## config.mk

```make
export PLATFORM = sky130hd
export DESIGN_NAME = axi_llc_resp_merger
export DESIGN_NICKNAME = d
export VERILOG_FILES = /design/src/rtl/axi_llc_resp_merger.sv
export SDC_FILE = /design/constraint.sdc
export NUM_CORES = 1
export LEC_CHECK = 0
export BUFFER_PORTS_ARGS = -buffer_cell sky130_fd_sc_hd__buf_2
export CELL_PAD_IN_SITES_DETAIL_PLACEMENT = 1
export CELL_PAD_IN_SITES_GLOBAL_PLACEMENT = 2
export CORE_MARGIN = 2
export CORE_UTILIZATION = 28
export CTS_CLUSTER_DIAMETER = 120
export CTS_CLUSTER_SIZE = 8
export DETAILED_ROUTE_END_ITERATION = 6
export PLACE_DENSITY_LB_ADDON = 0.3
export SLEW_MARGIN = 25
export SYNTH_ARGS = -nofsm -noshare
export SYNTH_HDL_FRONTEND = slang
export SYNTH_SLANG_ARGS = --single-unit
```

## constraint.sdc

```tcl
create_clock -name clk_i -period 2 [get_ports clk_i]
set_input_delay 0.3 -clock clk_i [delete_from_list [all_inputs] [get_ports clk_i]]
set_output_delay 0.3 -clock clk_i [all_outputs]
set_load 0.1 [all_outputs]
```

## src/rtl/axi_llc_resp_merger.sv

```systemverilog
// rtl/axi_llc_resp_merger.sv - merges per-line write completions into one AXI B response per burst
// Optional burst ID consistency check: define AXI_LLC_RESP_MERGER_ID_CHECK_EN.
typedef struct packed {
  logic       id;
  logic [1:0] resp;
  logic       user;
} axi_llc_resp_merger_b_t;

module axi_llc_resp_merger #(
  parameter type         b_chan_t = axi_llc_resp_merger_b_t,
  parameter type         id_t     = logic,
  parameter type         user_t   = logic,
  parameter int unsigned CntWidth = 9
) (
  input  logic                clk_i,
  input  logic                rst_ni,
  input  logic                frag_valid_i,
  output logic                frag_ready_o,
  input  id_t                 frag_id_i,
  input  user_t               frag_user_i,
  input  logic [1:0]          frag_resp_i,
  input  logic                frag_last_i,
  output logic                b_valid_o,
  input  logic                b_ready_i,
  output b_chan_t             b_o,
  output logic                busy_o,
`ifdef AXI_LLC_RESP_MERGER_ID_CHECK_EN
  output logic                id_err_o,
`endif
  output logic [CntWidth-1:0] frag_cnt_o
);

  typedef enum logic {IDLE, ACCUM} state_e;

  localparam logic [1:0] RespOkay   = 2'b00;
  localparam logic [1:0] RespExOkay = 2'b01;
  localparam logic [1:0] RespSlvErr = 2'b10;

  state_e              state_q;
  logic [1:0]          acc_resp_q;
  logic [CntWidth-1:0] acc_cnt_q;
  logic                b_valid_q;
  b_chan_t             b_q;
  logic                fire;
  logic [1:0]          merged;
  logic [1:0]          last_resp;

  // Errors dominate by severity; EXOKAY survives only if every fragment was exclusive.
  function automatic logic [1:0] merge_resp(input logic [1:0] a, input logic [1:0] b);
    if (a[1] || b[1]) return (a > b) ? a : b;
    return (a == RespExOkay && b == RespExOkay) ? RespExOkay : RespOkay;
  endfunction

  assign frag_ready_o = ~b_valid_q | b_ready_i;
  assign fire         = frag_valid_i & frag_ready_o;
  assign merged       = merge_resp(acc_resp_q, frag_resp_i);
  assign b_valid_o    = b_valid_q;
  assign b_o          = b_q;
  assign busy_o       = (state_q == ACCUM);
  assign frag_cnt_o   = acc_cnt_q;

`ifdef AXI_LLC_RESP_MERGER_ID_CHECK_EN
  id_t  first_id_q;
  logic burst_bad_q;
  logic id_err_q;
  logic id_mis;

  assign id_mis    = (state_q == ACCUM) && (frag_id_i != first_id_q);
  assign last_resp = (id_mis || burst_bad_q) ? RespSlvErr : merged;
  assign id_err_o  = id_err_q;

  always_ff @(posedge clk_i) begin
    if (!rst_ni) begin
      first_id_q  <= '0;
      burst_bad_q <= 1'b0;
      id_err_q    <= 1'b0;
    end else if (fire) begin
      if (state_q == IDLE) first_id_q <= frag_id_i;
      if (id_mis) id_err_q <= 1'b1;
      burst_bad_q <= (state_q == ACCUM) && !frag_last_i && (burst_bad_q || id_mis);
    end
  end
`else
  assign last_resp = merged;
`endif

  always_ff @(posedge clk_i) begin
    if (!rst_ni) begin
      state_q    <= IDLE;
      acc_resp_q <= RespOkay;
      acc_cnt_q  <= '0;
      b_valid_q  <= 1'b0;
      b_q        <= '0;
    end else begin
      if (b_ready_i) b_valid_q <= 1'b0;
      if (fire) begin
        if (frag_last_i) begin
          b_valid_q  <= 1'b1;
          b_q.id     <= frag_id_i;
          b_q.user   <= frag_user_i;
          b_q.resp   <= (state_q == ACCUM) ? last_resp : frag_resp_i;
          state_q    <= IDLE;
          acc_resp_q <= RespOkay;
          acc_cnt_q  <= '0;
        end else begin
          state_q <= ACCUM;
          if (state_q == IDLE) begin
            acc_resp_q <= frag_resp_i;
            acc_cnt_q  <= CntWidth'(1);
          end else begin
            acc_resp_q <= merged;
            // Saturate rather than wrap on absurdly long bursts.
            if (acc_cnt_q != '1) acc_cnt_q <= acc_cnt_q + CntWidth'(1);
          end
        end
      end
    end
  end

endmodule

```

After elaboration in Yosys (flattened, before gate mapping)
Index checks and enable logic that the tools add are counted.

$add $sub $neg: 1. Order comparisons: 1. Eq/ne operators: 4. Muxes and demuxes: 14. Bitwise operators: 3. Reductions and logical operators: 4.

Operators by type and width (number): two-way mux 9 bit (3); two-way mux 2 bit (5); adder 9 x 1 -> 9 bit, second input constant (1); inequality test 9 bit, second input constant (1); two-way mux 1 bit (6); equality test 2 x 1 -> 1 bit, second input constant (2); AND reduction 2 bit (2); inequality test 3 x 2 -> 1 bit, second input constant (1); greater-than comparator 2 bit (1); AND 1 bit (1); logical AND 1 bit (1); logical OR 1 bit (1); inverter 1 bit (1); bitwise OR 1 bit (1).

Flip-flop bits (word level): 17. Bits of input ports: 9. Output and inout bits: 16. Word-level logic and storage cells: 34.

Logic depth before layout (Yosys ltp)
Gate-level depths: netlist (run 1).

Depth after elaboration: 6. Mapped depth: 9. Depth with buffers taken out: 9.

Worst setup path before layout (run 1)
OpenSTA, ideal clock, no wires.

Kind: register -> register. Start: register acc_cnt_q[0] (netlist: frag_cnt_o[0]). End: register acc_cnt_q[1] (netlist: frag_cnt_o[1]). Library setup time: 0.122 ns. Arrival: 2.298 ns. Data required time: 1.878 ns. Setup slack: -0.420 ns. Cell stages (with the launch flop): 10. Buffers on the path: 0. Period minus slack after synthesis: 2.420 ns. Cell sequence: dfxtp_1 ha_1 and2_1 nand2_1 nor2_1 ha_1 nand3b_1 and3_1 nand3_1 a21oi_1.

Cells in the longest elaborated chain, start to end: 4. Elaborated cells between the ends (all ways): 7. Classes of those cells: 1 x add/sub; 2 x eq/ne; 3 x mux; 1 x reduce/logical.

RTL lines: start: declaration (line 41) `logic [CntWidth-1:0] acc_cnt_q;`; start signal: assignment (line 109) `acc_cnt_q <= CntWidth'(1);`; start signal: assignment (line 113) `if (acc_cnt_q != '1) acc_cnt_q <= acc_cnt_q + CntWidth'(1);`; adder 9 x 1 -> 9 bit (line 113); two-way mux 9 bit (line 113); two-way mux 9 bit (line 107) `if (state_q == IDLE) begin`; two-way mux 9 bit (line 97) `if (frag_last_i) begin`.

Parallel ways exist; a longest one is shown, timed or not. The select of a mux whose other input is x is not followed. A chain may end at the register's enable or synchronous reset.

Worst setup path in the final report (run 1)
Start: register acc_cnt_q[0] (netlist: frag_cnt_o[0]). End: register acc_cnt_q[7] (netlist: frag_cnt_o[7]).

The elaborated chain is that of the path after synthesis.

==> impl_results.md, run 1 <==
- Result of the run: completed
- Switching power summed over all nets: about 0.25 mW
- Synthesis-stage register bit count: 17
- Number of standard-cell rows in the floorplan: 20
- Number of failing setup endpoints in the final timing report: 0
- Adder and majority gate portion of the synthesized area: about 8.3%
- Number of DRC violations after detailed-routing iteration 0: 28
- Synthesis-to-finish area growth: 37.08%
- Minimum period implied by the final worst setup slack: approximately 1.9 ns
- Hold violation count in the final report: 0
- Compound-gate portion of the synthesized area: a little under a fifth
- Cell count after synthesis: 108
- Worst-case setup slack after placement: -0.01924 ns
- Initial Utilization: between 20% and 30%
- Met2 Resource Use GR: 26.11%
- Top cells by area, synth: sky130_fd_sc_hd__dfxtp_1 (38%), sky130_fd_sc_hd__ha_1 (8.3%), sky130_fd_sc_hd__a21oi_1 (7.2%), sky130_fd_sc_hd__nand2_1 (5.4%), sky130_fd_sc_hd__nand3_1 (3.3%)
- CTS Root Cell: sky130_fd_sc_hd__clkbuf_4
- Via count of the first global-routing pass: ~920
- Share of cells above drive strength 1: between 40 and 50%
- Worst EP required: around 2.2 ns
- Most used cells in the layout excluding fill and tap cells: sky130_fd_sc_hd__buf_2 (23), sky130_fd_sc_hd__a21oi_1 (12), sky130_fd_sc_hd__nand2_1 (12)
- FF+latch area: about 360 sq um
- Fin nets: approximately 160
- Most common library cell in the layout ignoring fill and taps: sky130_fd_sc_hd__buf_2
- Count of unresolved DRC violations after routing: 0
- TritonCTS clock tree: built
- First-pass GRT wire length: roughly 4.3 mm
- Register clock-pin slew on the reported worst setup and hold paths: approximately 0.10 ns
- Crit Path Category: flip-flop to flip-flop
- Post-detail-place hpwl: 1.931 mm
- Number of levels in the clock H-tree: 1
- Maximum fanout encountered on the critical timing path: 5
- Share of synthesized area occupied by flip-flops and latches: a little under two fifths
- Area leader, netlist: sky130_fd_sc_hd__dfxtp_1
- Horizontal die dimension: between 60 and 70 um
- Antenna fix cells: 0
- Area fraction in and, or, nand and nor cells after synthesis: between 20% and 30%
- Clock latency reported for the late side of the worst-skew pair: 0.29 ns
- Achievable frequency: ~0.51 GHz
- Max-slew violation count: 0
- Kind of end point of the critical path: flip-flop
- Chain of cells forming the critical path: ha_4, and2_4, nand2_2, nor2_2, ha_2, nand3b_1, buf_6, nand4_4, or3_4, a21oi_2
- Mean instance size in the synthesized netlist: roughly 8.3 sq um
- Antenna violations before repair: 0
- Crit-path max cell delay: roughly 0.41 ns
- Number of primary I/O pins: 25
- Number of clock sinks seen by CTS: 17
- Total Power: 0.7155 mW
- Layout Utilization: a little over 40%
- Final period utilization: between 90% and 100%
- Routed Wire Length: approximately 2.7 mm
- Primary FF master, synth: sky130_fd_sc_hd__dfxtp_1
- Final worst clock skew: between 0.001 and 0.0015 ns
- Vias: between 900 and 1000
- Number of hold buffers added after CTS: 0
- Length of the first detailed-routing pass in iterations: 2
- Cts bufs inserted: 3
- Met3 Usage GRT: 3.838%
- Normalized max-slew margin: about two thirds
- Slew @ Worst Pin: between 0.5 and 0.6 ns
- Switch share: between 30% and 40%
- Port Buffer Count: 24
- Number of warnings reported in the yosys synthesis log: 0
- Pin count of the biggest net entering global routing: 12
- Fill cell instance count of the final layout: between 300 and 400
- Height of the die: about 61 um
- Max-cap viol count: 0
- Synth unique cells: 35
- Met1 Usage GRT: about 20%
- Portion of total power attributed to sequential cells: 49.9%
- Power share of the combinational group: 23.1%
- Top cell type's share of synthesized area: a little under two fifths
- Startpoint kind of the worst setup timing path: flip-flop
- Unrepaired setup endpoints after global routing: yes
- Final worst-path setup slack: between 0.05 and 0.06 ns
- Critical path's slowest cell: sky130_fd_sc_hd__or3_4
- Placeable Area: roughly 3100 sq um
- Share of cell area taken by muxes after synthesis: under 10%
- Die Outline Area: 3687 sq um
- Number of enable flip-flop cells after synthesis: 0
- Syn nets: around 120
- Combinational family with the most area after synthesis: simple AND/OR/NAND/NOR gates
- Power per Cell Area: 579.4 nW/um^2
- Data arrival time of the worst path: between 2 and 2.5 ns
- Standby leakage power: about 0.53 nW
- Maximum buffer depth of the clock tree: 2
- Xor and xnor fraction of the mapped netlist area: 1.944%
- Synthesized cell area: around 900 sq um
- Avg Vias per Cell: 4.995
- Async SR Flop Fraction: 0%
- Worst ir drop on vdd: between 0.3 and 0.4 mV
- Non-filler instance count after layout: between 150 and 200
- Multi-input combinational cell area: between 500 and 600 sq um
- Total GRT Usage: between 15 and 20%
- Hold_ws: between 0.2 and 0.25 ns
- Clock network fraction of design power: 27.0%
- Average wire length per cell after detail routing: roughly 14 um
- Overall overflow remaining after global route: 0
- Number of placed instances with taps included: 175
- Kind of path behind the tightest hold check: input port to flip-flop
- Internal power contribution: 0.4677 mW
- Final weighted congestion in routability-driven placement: approximately 0.72
- Busiest metal layer after global routing: met2
- Post-detailed-route count of antenna-violating nets: 0
## state kept, by name, summed over array words and instances, names as in the netlist
| name | cells |
|---|---|
| acc_resp_q | 2 |
| b_o | 4 |
| b_valid_o | 1 |
| busy_o | 1 |
| frag_cnt_o | 9 |
## layout make-up
type	count	share of cell area, %
Clock buffer	4	2.128
Inverter	7	2.128
Multi-Input combinational cell	82	45.59
Sequential cell	17	28.98
Tap cell	44	4.458
Timing Repair Buffer	33	16.72
## kinds of logic after synthesis
kind of cell	Yosys count
muxes	1
xor gates and xnor gates	2
AOI/OAI and AO/OA	26
and+or+nand+nor	47
adders and majority gates	6
buffers and inverters	9
DFF	17
## synthesized netlist by cell type (2+ instances only)
cell                        n
sky130_fd_sc_hd__or3_1      2
sky130_fd_sc_hd__nor2_1     8
sky130_fd_sc_hd__o21ai_0    5
sky130_fd_sc_hd__dfxtp_1   17
sky130_fd_sc_hd__nand3_1    6
sky130_fd_sc_hd__and3_1     3
sky130_fd_sc_hd__or4_1      2
sky130_fd_sc_hd__ha_1       6
sky130_fd_sc_hd__inv_1      6
sky130_fd_sc_hd__o211ai_1   2
sky130_fd_sc_hd__nand4_1    3
sky130_fd_sc_hd__a21oi_1   13
sky130_fd_sc_hd__nand2_1   13
## metal layers
layer	vias to the layer above	part of all wire (%)
met4	0	2.2
met1	450	43
li1	457	-
met5	-	0
met3	6	4.2
met2	21	50
## timing repair
| action | CTS | global route |
|---|---|---|
| gates resized for setup | 2 | 8 |
| pin swaps | 2 | 7 |
| setup buffers | 5 | 3 |
| setup endpoints to repair | 4 | 5 |
## worst max-delay path, delay by kind of cell (launching register included)
family / cells / cell delay (ns)
buf+inv: 1 / 0.13
simple gates: 6 / 0.91
flops: 1 / 0.37
compound gates: 1 / 0.12
fa+ha+maj: 2 / 0.35
## path summary, 6_finish.rpt
check	from	endpoint	slack, ns	cells past startpoint
worst max-delay path	frag_cnt_o[0]$_SDFFE_PN0P_	frag_cnt_o[7]$_SDFFE_PN0P_	0.05	10
worst min-delay path	frag_id_i	b_o[3]$_SDFFE_PN0P_	0.23	3
worst max register to register	frag_cnt_o[0]$_SDFFE_PN0P_	frag_cnt_o[7]$_SDFFE_PN0P_	0.05	10
worst min register to register	b_o[3]$_SDFFE_PN0P_	b_o[3]$_SDFFE_PN0P_	0.47	2
## power by group through the flow
stage	logic [mW]	clock network (mW)	registers, mW
6_report	0.165	0.193	0.357
5_1_grt	0.178	0.223	0.360
4_1_cts	0.165	0.202	0.356
3_5_place_dp	0.160	0	0.366
3_3_place_gp	0.158	0	0.365
2_1_floorplan	0.0571	0	0.428
## stage by stage
stage	instance area [sq um]	setup TNS, ns
2_1_floorplan	918.4	0
3_3_place_gp	1105	0
3_5_place_dp	1105	-0.03802
4_1_cts	1174	0
5_1_grt	1235	-0.07111
6_report	1235	0
Power figures use the tool's default switching activity.
==> run 2: changes to the inputs <==
Settings changed: ABC_AREA from default to 1, CORE_UTILIZATION 28 to 27.
==> impl_results.md, run 2 <==
- Primary FF master, synth: sky130_fd_sc_hd__dfxtp_1
- FF+latch area: 356.6 sq um (-0.35%)
- Area leader, netlist: sky130_fd_sc_hd__dfxtp_1
- Average wire length per cell after detail routing: 10.52 um (-26%)
- Power share of the combinational group: 22.2% (-0.9 points)
- Register clock-pin slew on the reported worst setup and hold paths: 0.10 ns (about the same)
- Detail Route met2 WL: 1.034 mm (-23%)
- Cts bufs inserted: 3 (unchanged)
- Internal power contribution: 0.4609 mW (-1.5%)
- Met3 Wirelength: 57 um (-50%)
- Horizontal die dimension: 61.84 um (+1.8%)
- Data arrival time of the worst path: 1.98 ns (-0.20 ns)
- Routed Wire Length: 2.115 mm (-21%)
- Hold violation count in the final report: 0 (unchanged)
- Maximum fanout encountered on the critical timing path: 6 (+1)
- Count of unresolved DRC violations after routing: 0 (unchanged)
- Kind of path behind the tightest hold check: input port to flip-flop
- Async SR Flop Fraction: 0% (unchanged)
- List of most frequent post-synthesis cells: sky130_fd_sc_hd__nand2_1 (32), sky130_fd_sc_hd__inv_1 (20), sky130_fd_sc_hd__dfxtp_1 (17), sky130_fd_sc_hd__nand3_1 (10), sky130_fd_sc_hd__a21oi_1 (9)
- Switching power summed over all nets: 0.2444 mW (-1.4%)
- Met1 layer wirelength in the final routing: 984 um (-15%)
- Slew @ Worst Pin: 0.4875 ns (-0.01667 ns)
- Multi-input combinational cell area: 483.0 sq um (-14%)
- Startpoint kind of the worst setup timing path: flip-flop
- Worst EP required: 2.20 ns (-0.03 ns)
- Overall overflow remaining after global route: 0 (unchanged)
- Pin count of the biggest net entering global routing: 10 (-2)
- Total GRT Usage: 12.77% (-3.1 points)
- Topmost layer with routed signal wires: met4
- Aggregate negative setup slack: 0 ns (unchanged)
- Kind of end point of the critical path: flip-flop
- Max-cap viol count: 0 (unchanged)
- Worst ir drop on vdd: 0.1818 mV (-48%)
- Number of flip-flops in the largest register: 9 (unchanged)
- Number of DRC violations after detailed-routing iteration 0: 18 (-36%)
- Die Outline Area: 3824 sq um (+3.7%)
- Non-filler instance count after layout: 201 (+7.5%)
- Number of clock sinks seen by CTS: 17 (unchanged)
- Vias: 871 (-6.7%)
- Most used cells in the layout excluding fill and tap cells: sky130_fd_sc_hd__nand2_1 (32), sky130_fd_sc_hd__buf_2 (24), sky130_fd_sc_hd__inv_1 (20)
- Max-slew violation count: 0 (unchanged)
- Final period utilization: 88.77% (-8.6 points)
- Share of cells above drive strength 1: 32.26% (-8.3 points)
- Number of warnings reported in the yosys synthesis log: 0 (unchanged)
- Crit-path max cell delay: 0.37 ns (-0.04 ns)
- Final weighted congestion in routability-driven placement: 0.7004 (-3.2%)
- Synthesis-to-finish area growth: 27.15%
- Result of the run: completed
- Mean instance size in the synthesized netlist: 7.285 sq um (-13%)
- Top cell type's share of synthesized area: 37.67% (-0.10 points)
- Number of hold buffers added after CTS: 0 (unchanged)
- Crit Path Category: flip-flop to flip-flop
- Chain of cells forming the critical path: ha_1, nand2_1, inv_1, nand3_1, nor2_1, ha_2, nand3_4, nand3_4, nor2_4, nand3_2, nor2_2, nand2_1, nand2_1, nor2_1
- Maximum buffer depth of the clock tree: 2 (unchanged)
- Synthesized cell area: 903.4 sq um (+0.28%)
- Cell with the most instances after synthesis: sky130_fd_sc_hd__nand2_1
- Normalized max-slew margin: 67.72% (+1.5 points)
- Number of primary I/O pins: 25 (unchanged)
- Length of the first detailed-routing pass in iterations: 4 (+2)
- Fill cell instance count of the final layout: 442 (+12%)
- TritonCTS clock tree: built
- Final worst clock skew: 0.003789 ns (+0.002624 ns)
- Cell count after synthesis: 124 (+15%)
- Critical path's slowest cell: sky130_fd_sc_hd__dfxtp_4
- Syn nets: 139 (+13%)
- Number of placed instances with taps included: 194 (+11%)
- Synth unique cells: 21 (-40%)
- Power per Cell Area: 614.0 nW/um^2 (+6.0%)
- CTS Root Cell: sky130_fd_sc_hd__clkbuf_4
- Avg Vias per Cell: 4.333 (-13%)
- Achievable frequency: 0.5632 GHz (+9.7%)
- Unrepaired setup endpoints after global routing: no
- Synthesis-stage register bit count: 17 (unchanged)
- Number of enable flip-flop cells after synthesis: 0 (unchanged)
- Via count of the first global-routing pass: 835 (-9.6%)
- Port Buffer Count: 24 (unchanged)
- Clock latency reported for the late side of the worst-skew pair: 0.29 ns (about the same)
- Post-detailed-route count of antenna-violating nets: 0 (unchanged)
- Number of failing setup endpoints in the final timing report: 0 (unchanged)
- Switch share: 34.65% (about the same)
- Portion of total power attributed to sequential cells: 50.7% (+0.8 points)
- Most frequent cell on the critical path: sky130_fd_sc_hd__nand2_1
- Post-detail-place hpwl: 1.763 mm (-8.7%)
- Most common library cell in the layout ignoring fill and taps: sky130_fd_sc_hd__nand2_1
- Height of the die: 61.84 um (+1.8%)
- Top cells by area, synth: sky130_fd_sc_hd__dfxtp_1 (38%), sky130_fd_sc_hd__nand2_1 (13%), sky130_fd_sc_hd__ha_1 (8.3%), sky130_fd_sc_hd__inv_1 (8.3%), sky130_fd_sc_hd__nand3_1 (5.5%)
- Antenna fix cells: 0 (unchanged)
- Number of standard-cell rows in the floorplan: 21 (+5.0%)
- First-pass GRT wire length: 3.560 mm (-18%)
- Share of synthesized area occupied by flip-flops and latches: 37.67% (-0.10 points)
- Standby leakage power: 0.5587 nW (+5.6%)
- Fin nets: 171 (+7.5%)
- Placeable Area: 3284 sq um (+7.6%)
- Number of levels in the clock H-tree: 1 (unchanged)
- Clock network fraction of design power: 27.1% (about the same)
- Minimum period implied by the final worst setup slack: 1.775 ns (-0.1721 ns)
- Initial Utilization: 27.50% (-2.0 points)
- Antenna violations before repair: 0 (unchanged)
-- run 2: changes by cell type after synthesis, sizes merged, moves of 3 or more --
cell   before  now
nand4       4    1
a21oi      13    9
nand3       6   13
and3        3    0
nor2        8   11
nand2      13   33
inv         6   22
-- run 2: worst max-delay path: cells and delay by family, from the launching register on --
kind,cells,cell delay [ns]
adder cells (fa/ha/maj),2,0.39
buffers and inverters,1,0.05
flip-flops,1,0.37
AND/OR/NAND/NOR,11,0.88
-- run 2: cells by family (layout without fill, tap and decap cells) --
kind of cell	count (synthesis)	count (layout)	synth area share [%]
flops	17	17	37.67
simple gates	59	59	32.27
buf+inv	22	53	9.141
compound gates	19	19	11.64
fa+ha+maj	6	6	8.310
xor+xnor	1	1	0.9697
-- run 2: power by group through the flow --
stage | clock (mW) | combinational [mW] | sequential [mW]
final | 0.191 | 0.156 | 0.357
after global routing | 0.211 | 0.173 | 0.360
after CTS | 0.200 | 0.156 | 0.358
after detailed placement | 0 | 0.155 | 0.366
after global placement | 0 | 0.153 | 0.365
after floorplan | 0 | 0.0571 | 0.427
-- run 2: layout make-up --
type	count	area share (%)
Multi-Input combinational cell	85	42.05
Sequential cell	17	31.05
Timing Repair Buffer	27	12.42
Inverter	22	7.190
Tap cell	46	5.011
Clock buffer	4	2.288
-- run 2: stage by stage --
stage | util, % | worst slack (ns) | power, mW | hold slack, ns | instance area (sq um)
2_1_floorplan | - | 0.06797 | 0.4836 | 0.3976 | 919.6
3_3_place_gp | 33.41 | 0.2357 | 0.5178 | 0.4406 | 1097
3_5_place_dp | 33.41 | 0.1850 | 0.5211 | 0.4450 | 1097
4_1_cts | 34.21 | 0.1596 | 0.7133 | 0.1811 | 1124
5_1_grt | 34.97 | 0.02469 | 0.7448 | 0.1849 | 1149
6_report | 34.97 | 0.2245 | 0.7052 | 0.1901 | 1149
-- run 2: worst paths after layout --
check	slack, ns	cells after the start	to	startpoint
worst min-delay path	0.19	3	b_o[3]$_SDFFE_PN0P_	frag_id_i
worst min register to register	0.46	1	frag_cnt_o[6]$_SDFFE_PN0P_	frag_cnt_o[6]$_SDFFE_PN0P_
worst max-delay path	0.22	14	frag_cnt_o[7]$_SDFFE_PN0P_	frag_cnt_o[0]$_SDFFE_PN0P_
worst max register to register	0.22	14	frag_cnt_o[7]$_SDFFE_PN0P_	frag_cnt_o[0]$_SDFFE_PN0P_
-- run 2: metal layers --
metal	global-route usage, %	up-vias
met4	6.383	0
li1	-	455
met3	1.863	4
met5	0	-
met1	16.19	398
met2	21.05	14
-- run 2: timing repair --
action / in CTS / in global routing
resized for setup: 0 / 1
setup buffers: 0 / 3
endpoints found under the setup margin: 0 / 1
